<file path="config.mk">
export PLATFORM = sky130hd
export DESIGN_NAME = systolic_array_nxm
export DESIGN_NICKNAME = d
export VERILOG_FILES = /design/src/rtl/systolic_array_nxm.sv
export SDC_FILE = /design/constraint.sdc
export NUM_CORES = 2
export LEC_CHECK = 0
export BUFFER_PORTS_ARGS = -buffer_cell sky130_fd_sc_hd__buf_2
export CAP_MARGIN = 15
export CORE_ASPECT_RATIO = 0.5
export CORE_MARGIN = 3
export CORE_UTILIZATION = 57
export DETAILED_ROUTE_END_ITERATION = 10
export PLACE_DENSITY_LB_ADDON = 0.25
export SYNTH_ARGS = -nofsm -noshare
export SYNTH_HDL_FRONTEND = slang
export SYNTH_SLANG_ARGS = --single-unit
</file>
<file path="constraint.sdc">
create_clock -name CLOCK -period 30.5 [get_ports CLOCK]
set_input_delay 3.05 -clock CLOCK [delete_from_list [all_inputs] [get_ports CLOCK]]
set_output_delay 3.05 -clock CLOCK [all_outputs]
set_load 0.005 [all_outputs]
</file>
<file path="src/rtl/systolic_array_nxm.sv">
// systolic_array_nxm: output-stationary ROWS x COLS systolic matrix multiplier.
// A columns stream in from the left, B rows stream in from the top.
// Each PE(i,j) accumulates a*b into acc(i,j). The result rows are then drained one per handshake.
// Optional feature macro: SYSTOLIC_SATURATE_EN. When it is defined, the accumulators saturate.
// When it is not defined, the accumulators wrap modulo 2^ACC_W.
//
// Handshakes (strict valid/ready): a beat or result row transfers on a rising edge
// where valid && ready are both high. The producer holds its data stable while
// valid && !ready. a_ready and res_valid depend only on the FSM state.
module systolic_array_nxm #(
  parameter int ROWS   = 4,
  parameter int COLS   = 4,
  parameter int DATA_W = 8,
  parameter int ACC_W  = 24,
  parameter int K_W    = 8
) (
  input  logic                    CLOCK,
  input  logic                    reset,
  input  logic                    start,
  input  logic [K_W-1:0]          k_len,
  output logic                    busy,
  input  logic                    a_valid,
  output logic                    a_ready,
  input  logic [ROWS*DATA_W-1:0]  a_col,
  input  logic [COLS*DATA_W-1:0]  b_row,
  output logic                    res_valid,
  input  logic                    res_ready,
  output logic [COLS*ACC_W-1:0]   res_data,
  output logic                    res_last,
  output logic [1:0]              dbg_state
);

  typedef enum logic [1:0] {IDLE = 2'd0, LOAD = 2'd1, FLUSH = 2'd2, DRAIN = 2'd3} state_t;

  localparam int FLUSH_N = ROWS + COLS - 2;
  localparam int RW      = (ROWS > 1) ? $clog2(ROWS) : 1;

  state_t          state_q, state_d;
  logic [K_W-1:0]  k_q, k_d;
  logic [K_W-1:0]  beat_q, beat_d;
  logic [6:0]      flush_q, flush_d;
  logic [RW-1:0]   row_q, row_d;

  logic adv;
  logic clr;

  logic [ROWS-1:0][DATA_W-1:0]            a_in;
  logic [COLS-1:0][DATA_W-1:0]            b_in;
  logic [ROWS-1:0][COLS-1:0][DATA_W-1:0]  a_tap;
  logic [ROWS-1:0][COLS-1:0][DATA_W-1:0]  b_tap;
  logic [ROWS-1:0][COLS-1:0][ACC_W-1:0]   acc_q, acc_d;

  logic signed [ACC_W-1:0] a_ext, b_ext, prod;
  logic [ACC_W-1:0]        sum;
`ifdef SYSTOLIC_SATURATE_EN
  logic [ACC_W:0]          sum_w;
`endif

  // The array moves on an accepted beat or on a FLUSH cycle. A start clears the array.
  assign adv = (state_q == LOAD && a_valid) || (state_q == FLUSH);
  assign clr = (state_q == IDLE) && start;

  // FLUSH pushes zero operands, so the operands already in flight finish without any new data added.
  assign a_in = (state_q == LOAD) ? a_col : '0;
  assign b_in = (state_q == LOAD) ? b_row : '0;

  assign busy      = (state_q != IDLE);
  assign a_ready   = (state_q == LOAD);
  assign res_valid = (state_q == DRAIN);
  assign res_last  = (state_q == DRAIN) && (row_q == RW'(ROWS - 1));
  assign res_data  = (state_q == DRAIN) ? acc_q[row_q] : '0;
  assign dbg_state = state_q;

  // Next-state logic for the control FSM and its beat/flush/row counters.
  always_comb begin
    state_d = state_q;
    k_d     = k_q;
    beat_d  = beat_q;
    flush_d = flush_q;
    row_d   = row_q;
    case (state_q)
      IDLE: begin
        if (start) begin
          k_d     = k_len;
          beat_d  = '0;
          flush_d = '0;
          row_d   = '0;
          state_d = (k_len == '0) ? DRAIN : LOAD;
        end
      end
      LOAD: begin
        if (a_valid) begin
          if (beat_q == k_q - K_W'(1)) begin
            beat_d  = '0;
            state_d = (FLUSH_N == 0) ? DRAIN : FLUSH;
          end else begin
            beat_d = beat_q + K_W'(1);
          end
        end
      end
      FLUSH: begin
        if (flush_q == 7'(FLUSH_N - 1)) begin
          flush_d = '0;
          state_d = DRAIN;
        end else begin
          flush_d = flush_q + 7'd1;
        end
      end
      DRAIN: begin
        if (res_ready) begin
          if (row_q == RW'(ROWS - 1)) begin
            row_d   = '0;
            state_d = IDLE;
          end else begin
            row_d = row_q + RW'(1);
          end
        end
      end
      default: state_d = IDLE;
    endcase
  end

  // Control state registers.
  always_ff @(posedge CLOCK or posedge reset) begin
    if (reset) begin
      state_q <= IDLE;
      k_q     <= '0;
      beat_q  <= '0;
      flush_q <= '0;
      row_q   <= '0;
    end else begin
      state_q <= state_d;
      k_q     <= k_d;
      beat_q  <= beat_d;
      flush_q <= flush_d;
      row_q   <= row_d;
    end
  end

  // A path of row i: the i-cycle input skew and the rightward PE registers are merged into one shift chain.
  // PE(i,j) reads the operand delayed by i+j advances.
  for (genvar gi = 0; gi < ROWS; gi++) begin : g_arow
    localparam int LEN = gi + COLS - 1;
    if (LEN == 0) begin : g_none
      assign a_tap[gi][0] = a_in[gi];
    end else begin : g_chain
      logic [LEN-1:0][DATA_W-1:0] sr_q, sr_d;
      // Shift the row chain on each advance.
      always_comb begin
        sr_d = sr_q;
        if (clr) begin
          sr_d = '0;
        end else if (adv) begin
          sr_d[0] = a_in[gi];
          for (int m = 1; m < LEN; m++) sr_d[m] = sr_q[m-1];
        end
      end
      // Row chain registers.
      always_ff @(posedge CLOCK or posedge reset) begin
        if (reset) sr_q <= '0;
        else       sr_q <= sr_d;
      end
      for (genvar gj = 0; gj < COLS; gj++) begin : g_tap
        if (gi + gj == 0) begin : g_direct
          assign a_tap[gi][gj] = a_in[gi];
        end else begin : g_reg
          assign a_tap[gi][gj] = sr_q[gi+gj-1];
        end
      end
    end
  end

  // B path of column j: the j-cycle skew and the downward PE registers form one shift chain.
  for (genvar gj = 0; gj < COLS; gj++) begin : g_bcol
    localparam int LEN = gj + ROWS - 1;
    if (LEN == 0) begin : g_none
      assign b_tap[0][gj] = b_in[gj];
    end else begin : g_chain
      logic [LEN-1:0][DATA_W-1:0] sr_q, sr_d;
      // Shift the column chain on each advance.
      always_comb begin
        sr_d = sr_q;
        if (clr) begin
          sr_d = '0;
        end else if (adv) begin
          sr_d[0] = b_in[gj];
          for (int m = 1; m < LEN; m++) sr_d[m] = sr_q[m-1];
        end
      end
      // Column chain registers.
      always_ff @(posedge CLOCK or posedge reset) begin
        if (reset) sr_q <= '0;
        else       sr_q <= sr_d;
      end
      for (genvar gi = 0; gi < ROWS; gi++) begin : g_tap
        if (gi + gj == 0) begin : g_direct
          assign b_tap[gi][gj] = b_in[gj];
        end else begin : g_reg
          assign b_tap[gi][gj] = sr_q[gi+gj-1];
        end
      end
    end
  end

  // Multiply-accumulate for every PE. The product is sign-extended to ACC_W before the add.
  always_comb begin
    acc_d = acc_q;
    a_ext = '0;
    b_ext = '0;
    prod  = '0;
    sum   = '0;
`ifdef SYSTOLIC_SATURATE_EN
    sum_w = '0;
`endif
    for (int i = 0; i < ROWS; i++) begin
      for (int j = 0; j < COLS; j++) begin
        a_ext = ACC_W'($signed(a_tap[i][j]));
        b_ext = ACC_W'($signed(b_tap[i][j]));
        prod  = a_ext * b_ext;
`ifdef SYSTOLIC_SATURATE_EN
        sum_w = {acc_q[i][j][ACC_W-1], acc_q[i][j]} + {prod[ACC_W-1], prod};
        if (sum_w[ACC_W] != sum_w[ACC_W-1]) begin
          sum = sum_w[ACC_W] ? {1'b1, {(ACC_W-1){1'b0}}} : {1'b0, {(ACC_W-1){1'b1}}};
        end else begin
          sum = sum_w[ACC_W-1:0];
        end
`else
        sum = acc_q[i][j] + prod;
`endif
        if (clr)      acc_d[i][j] = '0;
        else if (adv) acc_d[i][j] = sum;
      end
    end
  end

  // Accumulator registers.
  always_ff @(posedge CLOCK or posedge reset) begin
    if (reset) acc_q <= '0;
    else       acc_q <= acc_d;
  end

endmodule

</file>
Yosys cells after proc, flatten, opt, wreduce, memory -nomap -nowiden
Cells that the tools add are included. Widths: inputs -> output; s select.

Add/sub/neg operators: 20. Multiply operators: 16. Div/mod/pow operators: 0. Magnitude comparators: 1. Equality and inequality tests: 12. Shift operators: 0. Multiplexer cells: 72. Bitwise logic cells: 0. Reduce and logical (&&, ||, !) cells: 16.

Operator list (count): $mux 24 (36); $add 24x24->24 (16); $mul 8x8->16 (16); $bmux 96 s2 (1); $mux 32 (6); $mux 48 (4); $mux 96 (2); $mux 40 (4); $mux 8 (3); $mux 2 (10); $pmux 8 s2 (1); $mux 7 (2); $pmux 7 s2 (1); $reduce_bool 2->1 (5); $add 8x1->8 const B (1); $eq 8x8->1 (1); $logic_not 8->1 (1); $ne 2x1->1 const B (4); $pmux 2 s4 (1); $sub 8x1->8 const B (1); $add 7x1->7 const B (1); $eq 7x3->1 const B (1); $eq 2x2->1 const B (3); $reduce_and 3->1 (2); 10 further kinds (14).

Flip-flop bits (word level): 699. Bits in latches: 0. RAM bits: 0. Bits in read-only memories: 0. Bits of input ports: 77. Output and inout port bits: 102. Word-level logic and storage cells: 194. Memories: 0.

Depth between registers and ports, before layout
Depth in word-level cells: 6. Depth in mapped cells: 35. Depth with buffers taken out: 34.

Worst setup path before layout
OpenSTA, ideal clock, no wires.

Path type: input-to-reg. Start: in b_row[3]. End: reg acc_q[23] (netlist bit). Library setup time: 0.079 ns. Arrival: 8.911 ns. Data required time: 30.421 ns. Slack: 21.510 ns. Cell stages on the path: 31. Path buffers: 1. Cell sequence: clkbuf_1 -> and3_1 -> fa_1 -> inv_1 -> fa_1 -> inv_1 -> fa_1 -> inv_1 -> fa_1 -> inv_1 -> ha_1 -> a21oi_1 -> o21bai_1 -> a21oi_1 -> nor2b_1 -> o21a_1 -> o21ai_0 -> nand2b_1 -> a21oi_1 -> xnor2_1 -> ha_1 -> nand3_1 -> nor2_1 -> a211o_1 -> a21oi_1 -> o21ai_0 -> a41o_1 -> a211oi_1 -> o211ai_1 -> nand2b_1 -> mux2i_1.

Word-level cells in the longest chain between the ends: 5.

RTL lines: start: declaration (line 25) `input logic [COLS*DATA_W-1:0] b_row,`; $mux 32 (line 65) `assign b_in = (state_q == LOAD) ? b_row : '0;`; $mul 8x8->16 (line 219) `prod = a_ext * b_ext;`; $add 24x24->24 (line 228) `sum = acc_q[i][j] + prod;`; $mux 24 (line 231) `else if (adv) acc_d[i][j] = sum;`; $mux 24 (line 230) `if (clr) acc_d[i][j] = '0;`; end signal: assignment (line 238) `if (reset) acc_q <= '0;`; end signal: assignment (line 239) `else acc_q <= acc_d;`; end: declaration (line 51) `logic [ROWS-1:0][COLS-1:0][ACC_W-1:0] acc_q, acc_d;`.

Every way passes these cells. The select of a mux whose other input is x is not followed. A chain may end at the register's enable or synchronous reset.

Worst setup path in the final report
Start: in b_row[7]. End: reg acc_q[23] (netlist bit).

The elaborated chain is that of the path after synthesis.

==> summary.txt <==
Setup path
  – Type of the setup path with the least slack: in2reg
  – CP Data Arrival Time: 9.73 ns
  – Largest stage delay on the critical path: 0.51 ns
  – Capturing element type of the critical path: flop
  – Crit-path max FO: 10
  – Worst Path Required: 31.12 ns
  – Kind of start point of the critical path: input port
  – Cell with the biggest individual delay on the critical path: sky130_fd_sc_hd__fa_1

GRT
  – Total global routing track utilization: 0.2987
  – Number of antenna violations at the first check in global routing: 16
  – Total gr overflow: 0
  – Number of global-route vias before repair: 65790
  – Maximum number of pins on one net before global-route repair: 161
  – First-pass GRT wire length: 369.8 mm

STA
  – Relative slew margins: 0.1957
  – Number of hold-slack violations in the final timing report: 0
  – Worst Max-Slew Pin Slew: 1.198 ns
  – Post-route clock period utilization: 0.2986
  – Final setup vio count: 0
  – Fmax achieved: 109.8 MHz
  – Min cycle time layout: 9.106 ns
  – Setup repair after global routing missed its margin: false
  – Pins Over Slew Limit: 0
  – Total Neg Setup Slack: 0 ns
  – Worst Skew: 0.03922 ns

Yosys
  – Register area share after synthesis: 0.2034
  – Commonest register cell after synthesis: sky130_fd_sc_hd__dfrtp_1
  – Post-synthesis area per instance: 8.767 sq um
  – Cell count after synthesis: 9810
  – Post-synth cell types: 90
  – Synthesized Nets: 11630
  – #FFs+latches synth: 699
  – Async set-or-reset flop fraction in the synthesized netlist: 1.000
  – Post-synthesis instance area: 86000 sq um
  – Synth area leaders: sky130_fd_sc_hd__fa_1, sky130_fd_sc_hd__dfrtp_1, sky130_fd_sc_hd__ha_1
  – Portion of synthesized cell area occupied by the leading cell type: 0.2086
  – Count of flip-flops with a built-in enable after synthesis: 0
  – Synthesis warning total: 0
  – Area leader, netlist: sky130_fd_sc_hd__fa_1

Power
  – Internal: 0.003324 W
  – Sw Share: 0.5103
  – Net Switching: 0.003464 W
  – Lkg Pwr: 46.13 nW
  – Overall power: 0.006788 W
  – Combinational share of power: 0.563
  – Sequential fraction of design power: 0.283
  – Largest voltage drop on the vdd net: 0.08310 mV
  – Power share of the clock group: 0.154
  – Total power density per cell area: 74.58 nW/um^2

Routing
  – Routed WL per cell: 19.62 um
  – Drt pass-1 iters: 5
  – Starting DRT DRC Count: 5585
  – DRC violations left: 0
  – Via count normalized by instance count: 5.801
  – Overall via count from detail_route: 68190
  – Antenna Violating Nets Remaining: 0
  – Final WL: 230.6 mm

Die
  – Num ports: 179
  – Area of the placeable core: 149300 sq um
  – Total die area: 155900 sq um
  – Width of the die: 555.3 um
  – DIE HEIGHT: 280.7 um
  – Number of placement rows: 100
  – Effective utilization at floorplan: 0.5761

Flow run
  – Maximum Capacitance Violations: 0

Cells and area
  – Area occupied by multi-input gates: 61790 sq um
  – Utilization after layout: 0.6097
  – Number of non-filler instances in the completed layout: 11750
  – Ratio of cells with drive above 1 in the final layout: 0.05440
  – Layout area overhead: 5.824%
  – Final layout net count: 11520
  – Final-layout fill cell count: 12830
  – Area taken by flip-flops and latches: 17500 sq um

Clock tree
  – Clock-pin slew of the registers on the worst-case setup and hold paths: 0.06 ns
  – Root buffer cell: sky130_fd_sc_hd__clkbuf_16
  – Level count of the clock H-tree: 3
  – TritonCTS clock tree: yes
  – Number of CTS-inserted buffers: 77
  – CTS-repair resized insts: 0
  – Later-pin clock latency in the skew report: 0.71 ns
  – # hold bufs at CTS: 0
  – Postcts setup bufs: 0
  – Number of sinks on the clock net: 699
  – Buffer depth of the longest clock path: 3

Outcome
  – Run status: completed

Place
  – Count of input and output buffers: 178
  – GPL Wtd Cong: 0.9303
  – Estimated wirelength of the detail-placed design: 177.9 mm
  – Placed cells: 11610

Min path
  – HP Class: reg2reg
## cell usage in the layout, fill, tap and decap left out, types with 24 or more instances in the layout
cell type                   count
sky130_fd_sc_hd__mux4_2        96
sky130_fd_sc_hd__a211oi_1      82
sky130_fd_sc_hd__fa_1         896
sky130_fd_sc_hd__nor2_1       360
sky130_fd_sc_hd__nor3_1       107
sky130_fd_sc_hd__o21bai_1      43
sky130_fd_sc_hd__buf_4         47
sky130_fd_sc_hd__a21o_1       151
sky130_fd_sc_hd__a22o_1        61
sky130_fd_sc_hd__nand2_1     1335
sky130_fd_sc_hd__dfrtp_1      697
sky130_fd_sc_hd__clkbuf_16     79
sky130_fd_sc_hd__o21a_1        66
sky130_fd_sc_hd__nand2b_1     107
sky130_fd_sc_hd__xnor2_1      414
sky130_fd_sc_hd__or3_1         58
sky130_fd_sc_hd__xor2_1       136
sky130_fd_sc_hd__ha_1         840
sky130_fd_sc_hd__buf_2        178
sky130_fd_sc_hd__inv_1       1381
sky130_fd_sc_hd__o21ai_0      289
sky130_fd_sc_hd__and2_1       759
sky130_fd_sc_hd__nand3_1      139
sky130_fd_sc_hd__nor2b_1       65
sky130_fd_sc_hd__a21oi_1      804
sky130_fd_sc_hd__nand4_1       24
sky130_fd_sc_hd__a31oi_1       35
sky130_fd_sc_hd__o211ai_1      24
sky130_fd_sc_hd__o31ai_1       28
sky130_fd_sc_hd__and3_1        81
## power by group through the flow
stage | sequential (W) | combinational [W] | clock (W)
floorplan | 0.00144 | 0.00304 | 0
global placement | 0.00190 | 0.00369 | 0
detailed placement | 0.00191 | 0.00377 | 0
CTS | 0.00190 | 0.00380 | 0.00106
global route | 0.00197 | 0.00427 | 0.00109
finish | 0.00192 | 0.00382 | 0.00104
## Yosys cell counts, types with 66 or more instances
master,n
sky130_fd_sc_hd__o21a_1,66
sky130_fd_sc_hd__inv_1,1382
sky130_fd_sc_hd__nor3_1,107
sky130_fd_sc_hd__nand3_1,139
sky130_fd_sc_hd__dfrtp_1,699
sky130_fd_sc_hd__ha_1,842
sky130_fd_sc_hd__xor2_1,136
sky130_fd_sc_hd__o21ai_0,289
sky130_fd_sc_hd__xnor2_1,414
sky130_fd_sc_hd__clkbuf_1,378
sky130_fd_sc_hd__a21o_1,152
sky130_fd_sc_hd__nand2_1,1337
sky130_fd_sc_hd__and3_1,81
sky130_fd_sc_hd__nand2b_1,107
sky130_fd_sc_hd__and2_1,760
sky130_fd_sc_hd__fa_1,896
sky130_fd_sc_hd__a211oi_1,82
sky130_fd_sc_hd__nor2_1,362
sky130_fd_sc_hd__a21oi_1,805
sky130_fd_sc_hd__mux4_2,96
## sequential cells by signal, summed over array words and instances (netlist names)
signal,count
acc_q,384
row_q,2
g_bcol.g_chain.sr_q,24
k_q,8
a_tap,112
dbg_state,2
beat_q,8
g_arow.g_chain.sr_q,24
flush_q,7
b_tap,112
b_ext,8
a_ext,8
## final cells by class
type / count / share of cell area
Inverter: 1382 / 0.05708
Tap cell: 1989 / 0.02735
Clock buffer: 107 / 0.02431
Multi-Input combinational cell: 7312 / 0.6789
Clock inverter: 32 / 0.005307
Antenna cell: 4 / 0.0001100
Timing Repair Buffer: 229 / 0.01463
Sequential cell: 699 / 0.1923
## final timing paths
kind                         startpoint                         end  slack, ns  cells after the start
max                            b_row[7]                   acc_q[23]      21.39                     31
min                              k_q[7]                      k_q[7]       0.50                      2
max reg2reg                dbg_state[1]                   acc_q[23]      22.45                     33
min reg2reg                      k_q[7]                      k_q[7]       0.50                      2
max in group asynchronous         reset                  a_tap[109]      24.02                      6
min in group asynchronous         reset  g_bcol[3].g_chain.sr_q[14]       2.51                      2
## metal layers
layer / GRT usage / part of all wire
met3: 0.06664 / 0.091
met2: 0.4316 / 0.42
met4: 0.06388 / 0.021
met5: 0 / 0.00030
met1: 0.4575 / 0.46
## cells by family after synthesis
group / share of synthesized area
DFF: 0.2034
xor gates and xnor gates: 0.05601
muxes: 0.02724
buffers and inverters: 0.07884
adders and majority gates: 0.3311
and+or+nand+nor: 0.1776
AOI/OAI and AO/OA: 0.1259
## worst max-delay path, delay by kind of cell
family                     cells  cell delay (ns)
AOI/OAI and AO/OA             12             2.45
xor gates and xnor gates       1             0.14
adders and majority gates      6             2.51
buffers and inverters          4             0.21
muxes                          1             0.18
and+or+nand+nor                7             1.20
## stage by stage
step	worst slack [ns]	hold WS, ns	area (sq um)
final	21.39	0.5038	91010
after CTS	21.42	0.5101	90970
after floorplan	7.848	0.4665	86000
after global routing	20.93	0.5164	91000
after global placement	20.76	0.4809	88280
after detailed placement	20.69	0.4926	88280
(Power assumes the default switching activity.)
